**src/rtl/vga_lane_scorer_pkg.sv**
```systemverilog
// Shared colour constants, coordinate width and the palette reset image
// for the VGA lane scorer.
package vga_lane_scorer_pkg;

  localparam int YW = 10;

  typedef logic [11:0] rgb444_t;

  localparam rgb444_t BLACK = 12'h000;
  localparam rgb444_t GREEN = 12'h0F0;
  localparam rgb444_t RED   = 12'hF00;
  localparam rgb444_t BGCLR = 12'hEEE;

  function automatic rgb444_t default_pal(input int idx);
    case (idx)
      2:       return 12'hFA5;
      3:       return 12'hF69;
      4:       return 12'hB48;
      5:       return 12'h8BE;
      6:       return 12'h45A;
      7:       return 12'h437;
      8:       return BLACK;
      9:       return 12'hDCF;
      default: return BGCLR;
    endcase
  endfunction

endpackage

```
**src/rtl/vga_lane_scorer_lane.sv**
```systemverilog
// One rhythm lane: falling target Y, button synchroniser with edge detect,
// arm/lock state and the hit-window compare.
module vga_lane_scorer_lane
  import vga_lane_scorer_pkg::*;
#(
  parameter int IDX          = 0,
  parameter int Y_WRAP       = 779,
  parameter int LANE_STAGGER = 195,
  parameter int HIT_LO       = 400,
  parameter int HIT_HI       = 475,
  parameter int REARM_Y      = 20
) (
  input  logic          clk,
  input  logic          rst,
  input  logic          tick,
  input  logic          button,
  output logic          hit,
  output logic          miss,
  output logic          armed,
  output logic [YW-1:0] y
);

  localparam logic [YW-1:0] Y_INIT  = YW'((IDX * LANE_STAGGER) % (Y_WRAP + 1));
  localparam logic [YW-1:0] WRAP_V  = YW'(Y_WRAP);
  localparam logic [YW-1:0] LO_V    = YW'(HIT_LO);
  localparam logic [YW-1:0] HI_V    = YW'(HIT_HI);
  localparam logic [YW-1:0] REARM_V = YW'(REARM_Y);

  logic          s1_q, s1_d;
  logic          s2_q, s2_d;
  logic          prev_q, prev_d;
  logic          armed_q, armed_d;
  logic [YW-1:0] y_q, y_d;
  logic          rise;
  logic          in_win;

  always_comb begin
    s1_d   = button;
    s2_d   = s1_q;
    prev_d = s2_q;
    rise   = s2_q & ~prev_q;
    // Window uses the current Y, so a coincident tick sees the pre-step value.
    in_win = (y_q >= LO_V) && (y_q <= HI_V);
    hit    = rise & armed_q & in_win;
    miss   = rise & armed_q & ~in_win;

    armed_d = armed_q;
    if (hit)
      armed_d = 1'b0;
    else if (y_q <= REARM_V)
      armed_d = 1'b1;

    y_d = y_q;
    if (tick)
      y_d = (y_q == WRAP_V) ? '0 : y_q + 1'b1;
  end

  always_ff @(posedge clk or posedge rst) begin
    if (rst) begin
      s1_q    <= 1'b0;
      s2_q    <= 1'b0;
      prev_q  <= 1'b0;
      armed_q <= 1'b1;
      y_q     <= Y_INIT;
    end else begin
      s1_q    <= s1_d;
      s2_q    <= s2_d;
      prev_q  <= prev_d;
      armed_q <= armed_d;
      y_q     <= y_d;
    end
  end

  assign armed = armed_q;
  assign y     = y_q;

endmodule

```
**src/rtl/vga_lane_scorer.sv**
```systemverilog
// Pixel colour stage with writable palette, falling-target overlay and
// saturating lane score; rgb is registered straight to the VGA pins.
module vga_lane_scorer
  import vga_lane_scorer_pkg::*;
#(
  parameter int CIDXW        = 3,
  parameter int NLANES       = 4,
  parameter int TICK_DIV     = 500000,
  parameter int Y_WRAP       = 779,
  parameter int LANE_STAGGER = 195,
  parameter int HIT_LO       = 400,
  parameter int HIT_HI       = 475,
  parameter int REARM_Y      = 20,
  parameter int LANE_X0      = 340,
  parameter int LANE_PITCH   = 80,
  parameter int SQ_W         = 40,
  parameter int SQ_H         = 40,
  parameter int MISS_PENALTY = 0,
  parameter int SCOREW       = 16
) (
  input  logic              clk,
  input  logic              reset,
  input  logic              bright,
  input  logic [9:0]        hCount,
  input  logic [9:0]        vCount,
  input  logic [CIDXW:0]    pix,
  input  logic [NLANES-1:0] button,
  input  logic              pal_we,
  input  logic [CIDXW:0]    pal_addr,
  input  logic [11:0]       pal_data,
  output logic [11:0]       rgb,
  output logic [SCOREW-1:0] score,
  output logic [NLANES-1:0] hit_pulse,
  output logic [NLANES-1:0] miss_pulse
);

  localparam int PDEPTH = 2 ** (CIDXW + 1);
  localparam int DIVW   = (TICK_DIV > 1) ? $clog2(TICK_DIV) : 1;
  localparam int SW     = SCOREW + 4;
  localparam logic [DIVW-1:0]     DIV_LAST = DIVW'(TICK_DIV - 1);
  localparam logic signed [SW-1:0] ONE     = SW'(1);
  localparam logic signed [SW-1:0] MAXV    = $signed({4'b0000, {SCOREW{1'b1}}});

  logic [DIVW-1:0]     div_q, div_d;
  logic                tick;
  rgb444_t             pal_q [PDEPTH];
  rgb444_t             pal_d [PDEPTH];
  rgb444_t             rgb_q, rgb_d;
  logic [SCOREW-1:0]   score_q, score_d;
  logic [NLANES-1:0]   hit_pulse_q, hit_pulse_d;
  logic [NLANES-1:0]   miss_pulse_q, miss_pulse_d;
  logic [NLANES-1:0]   lane_hit, lane_miss, lane_armed, in_tgt;
  logic [YW-1:0]       lane_y [NLANES];
  logic signed [SW-1:0] acc;

  assign tick = (div_q == DIV_LAST);

  for (genvar g = 0; g < NLANES; g++) begin : g_lane
    localparam logic [10:0] XL = 11'(LANE_X0 + g * LANE_PITCH);
    localparam logic [10:0] XH = 11'(LANE_X0 + g * LANE_PITCH + SQ_W);

    vga_lane_scorer_lane #(
      .IDX          (g),
      .Y_WRAP       (Y_WRAP),
      .LANE_STAGGER (LANE_STAGGER),
      .HIT_LO       (HIT_LO),
      .HIT_HI       (HIT_HI),
      .REARM_Y      (REARM_Y)
    ) u_lane (
      .clk    (clk),
      .rst    (reset),
      .tick   (tick),
      .button (button[g]),
      .hit    (lane_hit[g]),
      .miss   (lane_miss[g]),
      .armed  (lane_armed[g]),
      .y      (lane_y[g])
    );

    // Bottom edge is computed one bit wider so targets near the wrap point never alias.
    assign in_tgt[g] = ({1'b0, hCount} >= XL) && ({1'b0, hCount} < XH) &&
                       (vCount >= lane_y[g]) &&
                       ({1'b0, vCount} <= ({1'b0, lane_y[g]} + 11'(SQ_H)));
  end

  always_comb begin
    div_d = tick ? '0 : div_q + 1'b1;

    pal_d = pal_q;
    if (pal_we)
      pal_d[pal_addr] = pal_data;

    rgb_d = pal_q[pix];
    for (int i = NLANES - 1; i >= 0; i--) begin
      if (in_tgt[i])
        rgb_d = lane_armed[i] ? GREEN : RED;
    end
    if (!bright)
      rgb_d = BLACK;

    acc = $signed({4'b0000, score_q});
    for (int i = 0; i < NLANES; i++) begin
      if (lane_hit[i])
        acc = acc + ONE;
      if ((MISS_PENALTY != 0) && lane_miss[i])
        acc = acc - ONE;
    end
    if (acc < 0)
      score_d = '0;
    else if (acc > MAXV)
      score_d = '1;
    else
      score_d = acc[SCOREW-1:0];

    hit_pulse_d  = lane_hit;
    miss_pulse_d = lane_miss;
  end

  always_ff @(posedge clk or posedge reset) begin
    if (reset) begin
      div_q        <= '0;
      rgb_q        <= BLACK;
      score_q      <= '0;
      hit_pulse_q  <= '0;
      miss_pulse_q <= '0;
      for (int i = 0; i < PDEPTH; i++)
        pal_q[i] <= default_pal(i);
    end else begin
      div_q        <= div_d;
      rgb_q        <= rgb_d;
      score_q      <= score_d;
      hit_pulse_q  <= hit_pulse_d;
      miss_pulse_q <= miss_pulse_d;
      pal_q        <= pal_d;
    end
  end

  assign rgb        = rgb_q;
  assign score      = score_q;
  assign hit_pulse  = hit_pulse_q;
  assign miss_pulse = miss_pulse_q;

endmodule

```
**config.mk**
```make
export PLATFORM = sky130hd
export DESIGN_NAME = vga_lane_scorer
export DESIGN_NICKNAME = d
export VERILOG_FILES = /design/src/rtl/vga_lane_scorer_pkg.sv /design/src/rtl/vga_lane_scorer_lane.sv /design/src/rtl/vga_lane_scorer.sv
export SDC_FILE = /design/constraint.sdc
export NUM_CORES = 1
export LEC_CHECK = 0
export CORE_ASPECT_RATIO = 0.7
export CORE_MARGIN = 3
export CORE_UTILIZATION = 51
export DETAILED_ROUTE_END_ITERATION = 16
export GPL_ROUTABILITY_DRIVEN = 1
export PLACE_DENSITY = 0.72
export SLEW_MARGIN = 15
export SYNTH_ARGS = -nofsm -noshare
export SYNTH_HDL_FRONTEND = slang
export SYNTH_SLANG_ARGS = --single-unit
```
**constraint.sdc**
```tcl
create_clock -name clk -period 10.4 [get_ports clk]
set_clock_uncertainty 0.1 [all_clocks]
set_input_delay 2.08 -clock clk [delete_from_list [all_inputs] [get_ports clk]]
set_output_delay 2.08 -clock clk [all_outputs]
set_load 0.03 [all_outputs]
```
Word level (Yosys, flattened, before mapping)
Cells that the tools add are included.
{"block": "classes", "add_sub_neg": 13, "order_cmp": 33, "eq_ne": 5, "muxes": 34, "bitwise": 26, "reduce_logical": 21}
{"cell": "$bwmux W192", "n": 1}
{"cell": "$mux W12", "n": 12}
{"cell": "$ge A10 B9 Y1 const B", "n": 7}
{"cell": "$add A20 B2 Y20 const B", "n": 3}
{"cell": "$mux W20", "n": 3}
{"cell": "$bmux W12 S4", "n": 1}
{"cell": "$demux W12 S4", "n": 1}
{"cell": "$add A10 B6 Y11 const B", "n": 4}
{"cell": "$le A10 B11 Y1", "n": 4}
{"cell": "$add A10 B1 Y10 const B", "n": 4}
{"cell": "$eq A10 B10 Y1 const B", "n": 4}
{"cell": "$ge A10 B10 Y1", "n": 4}
{"cell": "$le A10 B5 Y1 const B", "n": 4}
{"cell": "$le A10 B9 Y1 const B", "n": 4}
{"cell": "$mux W10", "n": 4}
{"cell": "$mux W16", "n": 2}
{"cell": "$gt A20 B17 Y1 const B", "n": 1}
{"cell": "$lt A10 B10 Y1 const B", "n": 2}
{"cell": "$lt A10 B9 Y1 const B", "n": 2}
{"cell": "$lt A20 B1 Y1 const B", "n": 1}
{"cell": "$add A19 B1 Y19 const B", "n": 1}
{"cell": "$eq A19 B19 Y1 const B", "n": 1}
{"cell": "$mux W19", "n": 1}
{"cell": "$add A16 B1 Y17 const B", "n": 1}
{"cell": "10 further kinds", "n": 60}
{"block": "word_totals", "regBits": 303, "out_inout_bits": 36}

Depth between registers and ports, before layout
Gate-level depths: netlist (run 1).
{"block": "logic_depth", "ltp_word": 14, "mapped_depth": 21}

Hierarchy
Synthesis (run 1) repeated with hierarchy kept, for this count alone.
{"block": "unflattened", "cells_unflattened": 1535, "hier_area_um2": 17961.0}
{"module": "vga_lane_scorer", "instances": 1, "cells_per_inst": 1267, "area_per_inst_um2": 15113.2}
{"module": "vga_lane_scorer_lane (g_lane[1].u_lane ...)", "instances": 3, "cells_per_inst": 67, "area_per_inst_um2": 713.2}
{"module": "vga_lane_scorer_lane (g_lane[0].u_lane)", "instances": 1, "cells_per_inst": 67, "area_per_inst_um2": 708.2}

Worst setup path after synthesis (run 1)
No wires, ideal clock.
{"block": "synth_path", "path_type": "input to register", "startpoint": "in vCount[1]", "endpoint": "reg rgb_q[4], in the netlist rgb[4]", "setup_time_ns": 0.083, "t_arrival_ns": 4.601, "t_required_ns": 10.217, "setup_slack_ns": 5.616, "cell_stages": 13, "cell_sequence": "ha_1 -> nor2b_1 -> o21ai_0 -> nand3_1 -> a21oi_1 -> o21bai_1 -> a21oi_1 -> o21bai_1 -> a2111o_1 -> nand3_1 -> nor2_1 -> or4b_2 -> o21ai_0"}
{"block": "synth_via", "elab_chain_cells": 8, "word_cells_on_any_way": 21}
{"item": "start, declared", "line_no": "vga_lane_scorer.sv:25", "text": "input logic [9:0] vCount,"}
{"item": "$ge A10 B10 Y1", "line_no": "vga_lane_scorer.sv:82", "text": "(vCount >= lane_y[g]) &&"}
{"item": "$logic_and A1 B1 Y1", "line_no": "vga_lane_scorer.sv:81", "text": "assign in_tgt[g] = ({1'b0, hCount} >= XL) && ({1'b0, hCount} < XH) &&"}
{"item": "$logic_and A1 B1 Y1", "line_no": "vga_lane_scorer.sv:82"}
{"item": "$mux W12 (3 in series)", "line_no": "vga_lane_scorer.sv:95", "text": "if (in_tgt[i])"}
{"item": "$mux W12 *", "line_no": "vga_lane_scorer.sv:95"}
{"item": "$mux W12 *", "line_no": "vga_lane_scorer.sv:98", "text": "if (!bright)"}
{"item": "net rgb_d[4]", "line_no": "vga_lane_scorer.sv:48", "text": "rgb444_t rgb_q, rgb_d;"}
{"item": "end signal, assigned", "line_no": "vga_lane_scorer.sv:130", "text": "rgb_q <= rgb_d;"}
{"item": "end, declared", "line_no": "vga_lane_scorer.sv:48"}
The timed path passes the listed nets; every way through them passes the cells marked *.
A chain may end at the register's enable or synchronous reset.

Final worst setup path (run 1)
{"block": "layout_path", "startpoint": "in vCount[1]", "endpoint": "reg rgb_q[2], in the netlist rgb[2]"}
The elaborated chain is that of the path after synthesis.

==> impl_metrics.json, run 1 <==
{
  "combined_area_of_the_multi_input_logic_cells_um2": 9460,
  "fillers": 2690,
  "hold-path-endpoint": "g_lane[0].u_lane.prev_d$_DFF_PP0_",
  "status": "complete, no violations",
  "yosys.area_share.xor_xnor": 0.0535,
  "final_period_minus_worst_setup_slack_ns": 5.67,
  "synth_enable_flop_cells": 0,
  "total_power_uw": 3200,
  "crit_path_start_kind": "input port",
  "grt.total_usage": 0.232,
  "count_of_endpoints_failing_hold_in_the_final_timing_report": 0,
  "floorplan.rows": 56,
  "die_width_um": 229,
  "crit_path_top_delay_cell": "nor3b_1",
  "dieArea_um2": 37000,
  "number_of_global_route_vias_before_repair": 12200,
  "floorplan.die.height_um": 162,
  "worst_hold_startpoint": "g_lane[0].u_lane.s1_q$_DFF_PP0_",
  "slew_violations": 0,
  "dpl_worst_slack_ns": 4.17,
  "maxClockFrequency_ghz": 0.176,
  "synth.area.mux_share": 0.204,
  "postSynthCellCount": 1524,
  "power.static_leakage_uw": 0.00797,
  "worst_r2r_path_depth": 16,
  "rsz0062_at_grt": "false",
  "rrSetupSlack_ns": 4.87,
  "finalNetCount": 1707,
  "grt_antenna_before_repair": 0,
  "synth-simple-area-share": 0.123,
  "detail_route.vias_per_cell": 6.01,
  "seq_area_frac_synth": 0.438,
  "drv_cap": 0,
  "hold-path-cell-count": 0,
  "floorplan.initialDensity": 0.523,
  "rr_startpoint": "g_lane[0].u_lane.y[8]$_DFFE_PP0N_",
  "synth_top_family_by_area": "multiplexers",
  "syn-num-nets": 1657,
  "fraction_of_the_mapped_netlist_area_in_compound_gates": 0.0889,
  "ant_nets": 0,
  "netlist_top_cells_area": "dfrtp_1 (24%), dfstp_2 (20%), mux2_2 (12%), mux4_2 (7.6%), ha_1 (6.0%)",
  "synthToLayoutAreaGrowth_pct": 13.2,
  "layout.area.seq_um2": 7750,
  "clock_insertion_delay_worst_skew_ns": 0.56,
  "cts_tree": "done",
  "postSynth.asyncResetShare": 1.00,
  "path_cells": "clkdlybuf4s50_1, ha_1, nor2b_1, o21ai_0, a31oi_1, o21a_1, o21a_1, o21ai_0, nand2b_1, a2111o_1, nand4bb_1, nor3b_1, and2_1",
  "yosysTopAreaCell": "dfrtp_1",
  "crit_type": "input port to flip-flop",
  "portBuffers": 81,
  "utilization": 0.593,
  "tightest_slew_ns": 1.10,
  "cp.arrival_ns": 6.07,
  "clk_transition_reported_paths_ns": 0.06,
  "hold_path_class": "flip-flop to flip-flop",
  "critical_path_required_ns": 10.79,
  "detailroute.via_count": 12400,
  "post-route-drc-count": 0,
  "setup_ws_ns": 4.73,
  "syn-cell-area_um2": 17700,
  "core_area_um2": 33800,
  "cts_bufs_inserted": 31,
  "cts.hold.buffers_added": 0,
  "initialDrtViolationCount": 951,
  "routed_wire_length_per_instance_um": 20.8,
  "critical-path-max-stage-delay_ns": 0.89,
  "ctsLongestPathBuffers": 3,
  "slew_headroom": 0.265,
  "clock_tree_root_buffer_cell": "clkbuf_16",
  "timing.setup.tns_ns": 0,
  "timing.final.crit_share": 0.546,
  "ir_worst_vdd_v": 0.000111,
  "yosys_warning_count": 0,
  "endpoint_kind": "flip-flop",
  "postSynthRegisterBits": 303,
  "timing.final.setup_violations": 0,
  "cellPowerDensity_nw_per_um2": 160,
  "post_cts_buffers": 0,
  "synth_fa_ha_area_frac": 0.0600,
  "synthesis.area_per_instance_um2": 11.6,
  "pin_count_of_the_biggest_net_entering_global_routing": 161,
  "synth_top_area_frac": 0.236,
  "boundary_pins": 84,
  "post_route_cells_drive_above_1_share": 0.314,
  "grt_pass1_wl_mm": 68.6,
  "cts_resized": 0,
  "ys_types": 85,
  "gp_congestion": 0.890,
  "dp_hpwl_mm": 28.8,
  "clock_sinks": 303,
  "worstReg2RegEnd": "score[14]$_DFF_PP0_",
  "wl_mm": 42.8,
  "critical_path.max_fanout": 11,
  "final_global_route_overflow_total": 0,
  "drt_pass1_iterations": 5,
  "synthFlopType": "dfrtp_1",
  "cts_max_level": 1
}
[worst max path at each step]
stage | slack (ns) | cells after the start | from | to
6_report | 4.73 | 13 | vCount[1] | rgb[2]$_DFF_PP0_
2_1_floorplan | 0.07 | 1 | reset | div_q[0]$_DFF_PP0_
5_1_grt | 4.53 | 16 | g_lane[0].u_lane.y[8]$_DFFE_PP0N_ | score[14]$_DFF_PP0_
3_5_place_dp | 4.17 | 13 | vCount[1] | rgb[0]$_DFF_PP0_
4_1_cts | 4.72 | 13 | vCount[1] | rgb[2]$_DFF_PP0_
3_3_place_gp | 4.16 | 13 | vCount[1] | rgb[2]$_DFF_PP0_
[kinds of logic (layout without fill, tap and decap cells)]
group,after synthesis,in the layout
flip-flops,303,303
adder cells (fa/ha/maj),85,85
AO/OA/AOI/OAI,228,228
buffers and inverters,143,217
multiplexers,262,262
XOR/XNOR,105,105
AND/OR/NAND/NOR,398,398
other,0,1
[registers in the layout, summed over array words and instances (netlist names)]
name,flops
hit_pulse,4
g_lane.u_lane.y,40
g_lane.u_lane.prev_d,4
g_lane.u_lane.s1_q,4
miss_pulse,4
g_lane.u_lane.armed,4
pal_q,192
div_q,19
g_lane.u_lane.prev_q,4
score,16
rgb,12
[cell usage after synthesis (7+ instances only)]
| cell type | number |
|---|---|
| mux2_2 | 196 |
| dfrtp_1 | 167 |
| dfstp_2 | 136 |
| ha_1 | 85 |
| xnor2_1 | 74 |
| inv_1 | 71 |
| nor2_1 | 70 |
| nand2_1 | 65 |
| mux4_2 | 60 |
| o21ai_0 | 59 |
| nand3_1 | 54 |
| clkbuf_1 | 53 |
| nor3_1 | 48 |
| a21oi_1 | 47 |
| xor2_1 | 28 |
| nand4_1 | 27 |
| or3_1 | 17 |
| o21a_1 | 16 |
| nor4_1 | 15 |
| a31oi_1 | 14 |
| a21o_1 | 12 |
| and3_1 | 12 |
| nor2b_1 | 11 |
| nand2_2 | 10 |
| nand3b_1 | 10 |
| and4_1 | 9 |
| buf_1 | 9 |
| and2_1 | 8 |
| a211oi_1 | 7 |
| a41oi_1 | 7 |
| nand2b_1 | 7 |
[per-stage QoR]
step / hold slack [ns] / std cells / area [um^2]
global route: 0.253 / 2062 / 20100
detailed placement: 0.236 / 2005 / 18900
floorplan: 0.231 / 1524 / 17700
CTS: 0.250 / 2062 / 20100
finish: 0.249 / 2063 / 20100
global placement: 0.239 / 2005 / 18900
[cells in the final DEF, fill, tap and decap left out, types with 16 or more instances in the layout]
cell type,instances
a21oi_1,47
clkbuf_16,33
clkdlybuf4s50_1,79
dfrtp_1,167
dfstp_2,136
ha_1,85
inv_1,70
mux2_2,196
mux4_2,60
nand2_1,65
nand3_1,54
nand4_1,27
nor2_1,66
nor3_1,42
o21a_1,16
o21ai_0,59
or3_1,17
xnor2_1,74
xor2_1,28
[critical path: cells and delay by family]
family	cells	cell delay, ns
simple gates	5	1.75
buf+inv	1	0.67
fa+ha+maj	1	0.31
compound gates	6	1.24
[layer usage]
| layer | track usage | wire, um |
|---|---|---|
| met5 | 0 | 0 |
| met4 | 0.0470 | 825 |
| met3 | 0.0407 | 2510 |
| met2 | 0.348 | 18900 |
| met1 | 0.355 | 20600 |
[final cells by class]
class	instances	share of cell area
timing repair buffer	89	0.0435
sequential	303	0.387
antenna	1	0.000125
clock inverter	13	0.00917
inverter	71	0.0137
clock buffer	44	0.0462
multi-input combinational	1078	0.472
tap	464	0.0289
[power breakdown]
part | internal (uW) | switching, uW | total [uW]
Clock | 722 | 472 | 1190
Sequential | 1440 | 88.8 | 1530
Combinational | 286 | 195 | 481
Total | 2450 | 756 | 3200
Note: power is estimated with default switching activity, not from simulation.
==> run 2, diff against run 1 <==
Clock period 10.4 ns to 5.1 ns, I/O delays scaled along.
==> run 2 against run 1 <==
  * Clock-buffer cell count fell by 1
  * Power up 100%
  * Critical path depth increased by 2
  * Register-to-register slack worse by 4.6 ns
  * Global-route usage up 0.50 points
  * Largest power group unchanged
  * Die area stayed put
  * Via count up 1.5%
  * First-iteration DRC count is 5.9% higher
  * Wire length is 1.6% higher
==> impl_metrics.json, run 2 (synthesis gave the netlist of run 1 again) <==
{
  "final_global_route_overflow_total": 0,
  "grt.total_usage": 0.237,
  "ir_worst_vdd_v": 0.000324,
  "grt_antenna_before_repair": 1,
  "crit_path_start_kind": "flip-flop",
  "final_period_minus_worst_setup_slack_ns": 4.86,
  "layout.cells.most_common": "mux2_2",
  "p_sw_frac": 0.237,
  "timing.setup.tns_ns": 0,
  "endpoint_kind": "flip-flop",
  "stdcell_count": 2090,
  "path_cells": "and3b_4, o211ai_4, nor2_2, mux2_2, ha_1, or3b_2, a2111oi_2, o21ai_1, a2111oi_4, nand2_1, xnor2_1, nor3_2, a31oi_4, buf_4, o21ai_0",
  "number_of_global_route_vias_before_repair": 12500,
  "gp_congestion": 0.880,
  "insertedDiodeCount": 0,
  "timing.final.setup_violations": 0,
  "internal-power_uw": 4990,
  "timing.final.crit_share": 0.952,
  "rrSetupSlack_ns": 0.24,
  "utilization": 0.599,
  "clock_tree_root_buffer_cell": "clkbuf_16",
  "slew_violations": 0,
  "cp.arrival_ns": 5.19,
  "pin_count_of_the_biggest_net_entering_global_routing": 114,
  "floorplan.die.height_um": 162,
  "dpl_worst_slack_ns": 0.209,
  "cts_resized": 0,
  "post-route-drc-count": 0,
  "boundary_pins": 84,
  "clk_transition_reported_paths_ns": 0.06,
  "die_width_um": 229,
  "crit_path_top_delay_cell": "a2111oi_4",
  "floorplan.rows": 56,
  "ant_nets": 0,
  "critical-path-max-stage-delay_ns": 0.54,
  "crit_type": "flip-flop to flip-flop",
  "cts.hold.buffers_added": 0,
  "power.sequential.fraction": 0.478,
  "routed_wire_length_per_instance_um": 20.8,
  "share_clk_of_total_power": 0.370,
  "power.static_leakage_uw": 0.00810,
  "registers.top_by_ff_count": "pal_q",
  "max_ffs_per_register": 192,
  "power.switching_uw": 1550,
  "detail_route.vias_per_cell": 6.02,
  "cts_tree": "done",
  "cellPowerDensity_nw_per_um2": 322,
  "power_frac_comb": 0.152,
  "cts_bufs_inserted": 31,
  "layout_common_cells": "mux2_2 (196), dfrtp_1 (167), dfstp_2 (136), ha_1 (85), clkdlybuf4s50_1 (79)",
  "initialDrtViolationCount": 1007,
  "maxClockFrequency_ghz": 0.206,
  "critical_path_required_ns": 5.44,
  "post_cts_buffers": 0,
  "detailroute.via_count": 12600,
  "place_inst": 2033,
  "core_area_um2": 33800,
  "drv_cap": 0,
  "critical_path.max_fanout": 11,
  "ctsLongestPathBuffers": 3,
  "wl_mm": 43.5,
  "cts_max_level": 1,
  "clock_sinks": 303,
  "slew_headroom": 0.263,
  "clock_insertion_delay_worst_skew_ns": 0.57,
  "finalNetCount": 1735,
  "hold_path_class": "flip-flop to flip-flop",
  "synthToLayoutAreaGrowth_pct": 14.5,
  "portBuffers": 81,
  "count_of_endpoints_failing_hold_in_the_final_timing_report": 0,
  "dieArea_um2": 37000,
  "post_route_cells_drive_above_1_share": 0.327,
  "grt_pass1_wl_mm": 70.3,
  "drt_pass1_iterations": 5,
  "tightest_slew_ns": 1.10,
  "setup_ws_ns": 0.242,
  "rsz0062_at_grt": "false",
  "status": "complete, no violations",
  "floorplan.initialDensity": 0.523,
  "dp_hpwl_mm": 30.1
}
==> run 2: worst paths after layout <==
kind	startpoint	to	cells after the start
worst max-delay path	g_lane[0].u_lane.y[9]$_DFFE_PP0N_	score[14]$_DFF_PP0_	15
worst min-delay path	g_lane[0].u_lane.s1_q$_DFF_PP0_	g_lane[0].u_lane.prev_d$_DFF_PP0_	0
worst max register to register	g_lane[0].u_lane.y[9]$_DFFE_PP0N_	score[14]$_DFF_PP0_	15
worst min register to register	g_lane[0].u_lane.s1_q$_DFF_PP0_	g_lane[0].u_lane.prev_d$_DFF_PP0_	0
max in group asynchronous	reset	pal_q[85]$_DFFE_PP0P_	3
min in group asynchronous	reset	div_q[14]$_DFF_PP0_	2
==> run 2: metal layers <==
| layer | global-route usage | routed length (um) | up-vias |
|---|---|---|---|
| li1 | - | - | 5795 |
| met1 | 0.366 | 21100 | 6365 |
| met2 | 0.357 | 19000 | 362 |
| met3 | 0.0354 | 2560 | 55 |
| met4 | 0.0453 | 775 | 0 |
| met5 | 0 | 0 | - |
==> run 2: metrics by stage <==
| stage | power [uW] | hold slack, ns | instance area, um^2 |
|---|---|---|---|
| floorplan | 3830 | 0.231 | 17700 |
| global placement | 4090 | 0.239 | 19200 |
| detailed placement | 4150 | 0.247 | 19200 |
| CTS | 6600 | 0.261 | 20200 |
| global route | 6820 | 0.270 | 20300 |
| finish | 6540 | 0.258 | 20300 |
==> run 2: worst max-delay path: cells and delay by family (launching register included) <==
kind / cells / cell delay [ns]
flops: 1 / 0.43
buf+inv: 1 / 0.23
compound gates: 6 / 1.55
simple gates: 5 / 1.38
mux: 1 / 0.38
xor+xnor: 1 / 0.36
fa+ha+maj: 1 / 0.32
==> run 2: final cells by class <==
type | count | area (um^2)
fillers | 2681 | 13600
multi-input cells | 1078 | 9470
flip-flops and latches | 303 | 7750
repair buffers | 117 | 1120
clock buffers | 43 | 881
well taps | 464 | 581
inverters | 71 | 270
clock inverters | 14 | 209
==> run 2: power by group through the flow <==
stage / Clock [uW] / Sequential, uW / Combinational (uW)
after floorplan: 0 / 3130 / 703
after global placement: 0 / 3130 / 957
after detailed placement: 0 / 3160 / 997
after CTS: 2470 / 3120 / 1010
after global routing: 2570 / 3170 / 1080
final: 2420 / 3120 / 995
